<file path="config.mk">
export PLATFORM = sky130hd
export DESIGN_NAME = roach_clk_reset_sequencer
export DESIGN_NICKNAME = d
export VERILOG_FILES = /design/src/rtl/roach_rst_seq_pkg.sv /design/src/rtl/roach_clk_reset_sequencer_sync.sv /design/src/rtl/roach_clk_reset_sequencer.sv
export SDC_FILE = /design/constraint.sdc
export NUM_CORES = 1
export LEC_CHECK = 0
export CAP_MARGIN = 20
export CORE_ASPECT_RATIO = 0.7
export CORE_MARGIN = 1.5
export CORE_UTILIZATION = 45
export DETAILED_ROUTE_END_ITERATION = 12
export DONT_BUFFER_PORTS = 1
export PLACE_DENSITY_LB_ADDON = 0.25
export SYNTH_ARGS = -nofsm -noshare
export SYNTH_HDL_FRONTEND = slang
export SYNTH_SLANG_ARGS = --single-unit
</file>
<file path="constraint.sdc">
create_clock -name epb_clk -period 5.4 [get_ports epb_clk]
set_input_delay 1.08 -clock epb_clk [delete_from_list [all_inputs] [get_ports epb_clk]]
set_output_delay 1.08 -clock epb_clk [all_outputs]
set_load 0.02 [all_outputs]
</file>
<file path="src/rtl/roach_rst_seq_pkg.sv">
// Shared types and helpers for the ROACH clock/reset sequencer.
package roach_rst_seq_pkg;

   typedef enum logic [2:0] {
      ST_MMCM_RST    = 3'd0,
      ST_WAIT_LOCK   = 3'd1,
      ST_LOCK_STABLE = 3'd2,
      ST_IDLY_RST    = 3'd3,
      ST_WAIT_RDY    = 3'd4,
      ST_RUN         = 3'd5,
      ST_FAULT       = 3'd7
   } seq_state_t;

   localparam logic [7:0] LOSS_COUNT_MAX = 8'hFF;

   // Width of the shared cycle counter: enough for the longest timed phase, plus one bit of headroom.
   function automatic int calc_cnt_width(input int a, input int b, input int c,
                                         input int d, input int e);
      int m;
      m = a;
      if (b > m) m = b;
      if (c > m) m = c;
      if (d > m) m = d;
      if (e > m) m = e;
      return $clog2(m) + 1;
   endfunction

endpackage

</file>
<file path="src/rtl/roach_clk_reset_sequencer_sync.sv">
// Multi-flop synchronizer for a single asynchronous status bit.
module roach_sync_bit #(
   parameter int STAGES = 2
) (
   input  logic clk,
   input  logic din,
   output logic dout
);

   (* ASYNC_REG = "TRUE" *) logic [STAGES-1:0] sync_q;

   // Shift the async input down the flop chain; no reset so the flops can be packed together.
   always_ff @(posedge clk) begin
      sync_q <= {sync_q[STAGES-2:0], din};
   end

   assign dout = sync_q[STAGES-1];

endmodule

</file>
<file path="src/rtl/roach_clk_reset_sequencer.sv">
// Clock/reset bring-up sequencer running on the free-running EPB clock.
// Walks MMCM reset, lock qualification, IDELAYCTRL reset and ready wait,
// then releases the design reset and keeps watching lock and ready.
module roach_clk_reset_sequencer
   import roach_rst_seq_pkg::*;
#(
   parameter int MMCM_RST_CYCLES     = 16,
   parameter int LOCK_STABLE_CYCLES  = 1024,
   parameter int LOCK_TIMEOUT_CYCLES = 65536,
   parameter int IDELAY_RST_CYCLES   = 16,
   parameter int RDY_TIMEOUT_CYCLES  = 4096,
   parameter int MAX_RETRIES         = 3,
   parameter int USE_AUX_LOCK        = 1,
   parameter int SYNC_STAGES         = 2
) (
   input  logic       epb_clk,
   input  logic       epb_rst_n,
   input  logic       sys_clk_lock,
   input  logic       aux_clk_lock,
   input  logic       idelay_rdy,
   output logic       mmcm_rst,
   output logic       idelay_rst,
   output logic       sys_rst,
   output logic       seq_done,
   output logic       seq_fault,
   output logic [2:0] seq_state,
   output logic [1:0] retry_count,
   output logic [7:0] lock_loss_count
);

   localparam int CNT_W = calc_cnt_width(MMCM_RST_CYCLES, LOCK_STABLE_CYCLES,
                                         LOCK_TIMEOUT_CYCLES, IDELAY_RST_CYCLES,
                                         RDY_TIMEOUT_CYCLES);

   localparam logic [CNT_W-1:0] MMCM_LAST    = CNT_W'(MMCM_RST_CYCLES - 1);
   localparam logic [CNT_W-1:0] STABLE_LAST  = CNT_W'(LOCK_STABLE_CYCLES - 1);
   localparam logic [CNT_W-1:0] LOCK_TO_LAST = CNT_W'(LOCK_TIMEOUT_CYCLES - 1);
   localparam logic [CNT_W-1:0] IDLY_LAST    = CNT_W'(IDELAY_RST_CYCLES - 1);
   localparam logic [CNT_W-1:0] RDY_TO_LAST  = CNT_W'(RDY_TIMEOUT_CYCLES - 1);
   localparam logic [1:0]       RETRY_LIMIT  = 2'(MAX_RETRIES);
   localparam logic             AUX_IGNORED  = (USE_AUX_LOCK == 0);

   seq_state_t       state_q, state_d, retry_tgt;
   logic [CNT_W-1:0] cnt_q, cnt_d;
   logic [1:0]       retry_q, retry_d;
   logic [7:0]       loss_q, loss_d;
   logic             retry_req;
   logic             sys_lock_s, aux_lock_s, rdy;
   logic             lk;
   logic             mmcm_rst_d, idelay_rst_d, sys_rst_d, seq_done_d, seq_fault_d;

   roach_sync_bit #(.STAGES(SYNC_STAGES)) u_sync_sys (
      .clk  (epb_clk),
      .din  (sys_clk_lock),
      .dout (sys_lock_s)
   );

   roach_sync_bit #(.STAGES(SYNC_STAGES)) u_sync_aux (
      .clk  (epb_clk),
      .din  (aux_clk_lock),
      .dout (aux_lock_s)
   );

   roach_sync_bit #(.STAGES(SYNC_STAGES)) u_sync_rdy (
      .clk  (epb_clk),
      .din  (idelay_rdy),
      .dout (rdy)
   );

   assign lk = sys_lock_s & (aux_lock_s | AUX_IGNORED);

   // Next-state logic: phase transitions, retry accounting and loss counting.
   always_comb begin
      state_d   = state_q;
      retry_d   = retry_q;
      loss_d    = loss_q;
      retry_req = 1'b0;
      retry_tgt = ST_MMCM_RST;
      case (state_q)
         ST_MMCM_RST: begin
            if (cnt_q == MMCM_LAST) state_d = ST_WAIT_LOCK;
         end
         ST_WAIT_LOCK: begin
            if (lk)                         state_d   = ST_LOCK_STABLE;
            else if (cnt_q == LOCK_TO_LAST) retry_req = 1'b1;
         end
         ST_LOCK_STABLE: begin
            if (!lk)                       state_d = ST_WAIT_LOCK;
            else if (cnt_q == STABLE_LAST) state_d = ST_IDLY_RST;
         end
         ST_IDLY_RST: begin
            if (cnt_q == IDLY_LAST) state_d = ST_WAIT_RDY;
         end
         ST_WAIT_RDY: begin
            // Lock loss wins over ready so the design never starts on an unlocked clock.
            if (!lk) begin
               retry_req = 1'b1;
            end else if (rdy) begin
               state_d = ST_RUN;
               retry_d = '0;
            end else if (cnt_q == RDY_TO_LAST) begin
               retry_req = 1'b1;
               retry_tgt = ST_IDLY_RST;
            end
         end
         ST_RUN: begin
            if (!lk || !rdy) begin
               state_d = lk ? ST_IDLY_RST : ST_MMCM_RST;
               if (loss_q != LOSS_COUNT_MAX) loss_d = loss_q + 8'd1;
            end
         end
         ST_FAULT: begin
            state_d = ST_FAULT;
         end
         default: begin
            state_d = ST_MMCM_RST;
         end
      endcase
      if (retry_req) begin
         if (retry_q == RETRY_LIMIT) begin
            state_d = ST_FAULT;
         end else begin
            retry_d = retry_q + 2'd1;
            state_d = retry_tgt;
         end
      end
   end

   // Shared cycle counter: cleared on any state change, idle in RUN and FAULT.
   always_comb begin
      cnt_d = '0;
      if (state_d == state_q) begin
         case (state_q)
            ST_MMCM_RST, ST_WAIT_LOCK, ST_LOCK_STABLE,
            ST_IDLY_RST, ST_WAIT_RDY: cnt_d = cnt_q + CNT_W'(1);
            default:                  cnt_d = '0;
         endcase
      end
   end

   // Output decode from the next state so outputs move together with seq_state.
   always_comb begin
      mmcm_rst_d   = (state_d == ST_MMCM_RST);
      idelay_rst_d = (state_d == ST_MMCM_RST) || (state_d == ST_WAIT_LOCK) ||
                     (state_d == ST_LOCK_STABLE) || (state_d == ST_IDLY_RST);
      sys_rst_d    = (state_d != ST_RUN);
      seq_done_d   = (state_d == ST_RUN);
      seq_fault_d  = (state_d == ST_FAULT);
   end

   // State, counters and registered outputs with synchronous active-low reset.
   always_ff @(posedge epb_clk) begin
      if (!epb_rst_n) begin
         state_q    <= ST_MMCM_RST;
         cnt_q      <= '0;
         retry_q    <= '0;
         loss_q     <= '0;
         mmcm_rst   <= 1'b1;
         idelay_rst <= 1'b1;
         sys_rst    <= 1'b1;
         seq_done   <= 1'b0;
         seq_fault  <= 1'b0;
      end else begin
         state_q    <= state_d;
         cnt_q      <= cnt_d;
         retry_q    <= retry_d;
         loss_q     <= loss_d;
         mmcm_rst   <= mmcm_rst_d;
         idelay_rst <= idelay_rst_d;
         sys_rst    <= sys_rst_d;
         seq_done   <= seq_done_d;
         seq_fault  <= seq_fault_d;
      end
   end

   assign seq_state       = state_q;
   assign retry_count     = retry_q;
   assign lock_loss_count = loss_q;

endmodule

</file>
==> flow_metrics.tcl <==
set metrics [dict create \
    worst_setup_path_start_kind "flop" \
    synth_top_area_share 0.4435 \
    core_area_sq_um 3923 \
    p_clk_frac 0.403 \
    synth_area_sq_um 1851 \
    place_area_sq_um 1877 \
    drt_pass1_iterations 5 \
    netlist-cell-type-count 44 \
    status "finished clean" \
    rows 19 \
    cp.required_ps 5550 \
    insertion_delay_ps 290 \
    grt_max_degree 18 \
    drive_gt1_frac 0.1485 \
    ys_seq_area_frac 0.4435 \
    finalNonFillerCells 254 \
    setup.worst_path.end_class "flop" \
    die_w_microns 79.65 \
    gp_congestion 0.8511 \
    area_growth_pct 6.897 \
    grt_overflow 0 \
    slew_viol_final 0 \
    grt_usage 0.1655 \
    synth-edff-count 0 \
    finalPower_uw 535.7 \
    clk_pin_slew_ps 70 \
    grt_pass1_vias 1272 \
    num_antenna_cells 0 \
    placed_cells 246 \
    setup_tns_ps 0 \
    drv_cap 0 \
    portBuffers 0 \
    finalCriticalPeriod_ps 3354 \
    cts_hold_buffers 0 \
    yosysWarnings 0 \
    wl_met3_microns 249 \
    netlist_instances 200 \
    ys.flop_type "dfxtp_1" \
    antenna_found_initial 0 \
    max-clock-path-buffers 2 \
    dieArea_sq_um 4512 \
    drt_iter0_markers 109 \
    final.period_utilization 0.6212 \
    crit_arrival_ps 3500 \
    grt_pass1_wl_microns 5713 \
    vdd.ir_drop.worst_mv 0.1503 \
    viasPerCell 5.374 \
    initial_core_util 0.4718 \
    switchingPower_uw 110.2 \
    top_layer "met4" \
    switching_share 0.2056 \
    syn_area_per_cell_sq_um 9.253 \
    finalHoldViolCount 0 \
    clock_sinks 41 \
    cts_setup_buffers 0 \
    power_frac_comb 0.019 \
    synth_seq_cells 41 \
    slew_headroom 0.5461 \
    fill_cells 381 \
    cts_tree "yes" \
    synth.area.top_cells "dfxtp_1 (44%), xnor2_1 (5.2%), xor2_1 (5.2%)" \
    drc_errors 0 \
    die_h_microns 56.65 \
    h-tree-depth 2 \
    leakagePower_nw 0.7094 \
    setup_viol 0 \
    route.met2.wl_microns 1504 \
    wl_microns 3435 \
    tightest_slew_ps 666.6 \
    crit_path_max_fanout 17 \
    place_hpwl_microns 2573 \
    io_pins 23 \
    numCtsBuffers 5 \
    wl_per_cell_microns 13.52 \
    cts-resized-gates 0 \
    p_int_uw 425.6 \
    design_area_sq_um 1978 \
    path_class "reg -> reg" \
    fin_skew_ps 8.481 \
    hold_path_class "reg -> reg" \
    dr_total_vias 1365 \
    drt-met1-wl_microns 1655 \
    power_frac_seq 0.578 \
    max_freq_ghz 0.2981 \
    p_per_area_nw_per_um2 270.8 \
    ant_nets 0 \
    post-route-util 0.5043 \
    synth_nets 209 \
    clock-root-buffer "clkbuf_8" \
    async_flop_share 0 \
    yosysTopAreaCell "dfxtp_1" \
    nets 210 \
    rsz0062_at_grt "no" \
]
==> power groups by stage <==
stage          sequential [mW]  clock, mW  combinational (mW)
4_1_cts                  0.309      0.224              0.0104
3_3_place_gp             0.316          0              0.0101
6_report                 0.309      0.216              0.0103
5_1_grt                  0.310      0.234              0.0117
3_5_place_dp             0.317          0              0.0103
2_1_floorplan            0.316          0             0.00974
==> flip-flops by register name, indices dropped and copies added, names as in the netlist <==
register and flops:
cnt_q 17, lock_loss_count 8, seq_state 3, retry_count 2
u_sync_aux.sync_q 2, u_sync_rdy.sync_q 2, u_sync_sys.sync_q 2, idelay_rst 1
mmcm_rst 1, seq_done 1, seq_fault 1, sys_rst 1
==> layer usage <==
metal,global-route usage,up-vias
li1,-,689
met1,0.2246,631
met2,0.2361,40
met3,0.06667,5
met4,0.05764,0
met5,0,-
==> cells in the final DEF, fill, tap and decap left out, drive strengths merged <==
cell     instances
nor2            36
and3             4
xnor2           11
a211oi           2
mux2i            1
dfxtp           41
o221ai           1
or4              4
mux2             1
nor2b            1
o21ai            4
clkbuf           7
a2bb2oi          1
nand3b           1
and2             3
o2111ai          1
nand4            5
or3              1
ha               4
o22ai            1
a21oi            4
nor3             6
nand2b           3
nor4b            1
nor4             3
nand2           16
a31o             1
nor3b            1
inv              7
nand3           12
clkinv           1
a21o             2
xor2            11
a31oi            1
a41oi            1
o211ai           2
==> area by class of cell <==
class / instances / area [sq um] / area share
multi-input combinational: 146 / 964.7 / 0.4877
sequential: 41 / 820.8 / 0.4149
clock buffer: 7 / 96.34 / 0.04870
tap: 52 / 65.06 / 0.03289
inverter: 7 / 26.28 / 0.01328
clock inverter: 1 / 5.005 / 0.002530
==> synth_stat cells (all sizes together) (2+ instances only) <==
cell / count
xnor2: 11
and3: 4
nand2: 16
nor2: 36
ha: 4
a21oi: 4
o211ai: 2
dfxtp: 41
or4: 4
a21o: 2
nor3: 6
and2: 3
inv: 7
buf: 3
xor2: 11
o21ai: 4
a211oi: 2
nand2b: 3
clkbuf: 3
nor4: 3
nand4: 5
nand3: 12
==> final timing paths <==
path | from | end | slack (ps) | cells past startpoint
max reg2reg | cnt_q[0] | cnt_q[12] | 2050 | 12
max | cnt_q[0] | cnt_q[12] | 2050 | 12
min reg2reg | u_sync_sys.sync_q[0] | u_sync_sys.sync_q[1] | 330 | 0
min | u_sync_sys.sync_q[0] | u_sync_sys.sync_q[1] | 330 | 0
==> metrics by stage <==
stage | setup WS, ps | hold WS, ps
2_1_floorplan | 2600 | 309.6
3_3_place_gp | 2207 | 312.1
3_5_place_dp | 2042 | 320.7
4_1_cts | 2033 | 338.6
5_1_grt | 1743 | 342.7
6_report | 2046 | 334.6
==> kinds of logic (layout without fill, tap and decap cells) <==
group,after synthesis,in the layout,synth area share
buffers and inverters,13,15,0.03516
XOR/XNOR,22,22,0.1041
flip-flops,41,41,0.4435
AO/OA/AOI/OAI,21,21,0.08790
AND/OR/NAND/NOR,97,97,0.2840
adder cells (fa/ha/maj),4,4,0.02705
multiplexers,2,2,0.01825
==> worst max-delay path, cell delays in order (launching register included) <==
cell and delay [ps]:
dfxtp_1 370, ha_1 210, nand3_1 180, nor4_4 470, and3_1 230, ha_1 140
nand3b_1 70, a211oi_1 390, a31oi_2 140, o21ai_0 200, a211oi_1 120, mux2i_4 570
nor2_1 120
Power figures use the tool's default switching activity.
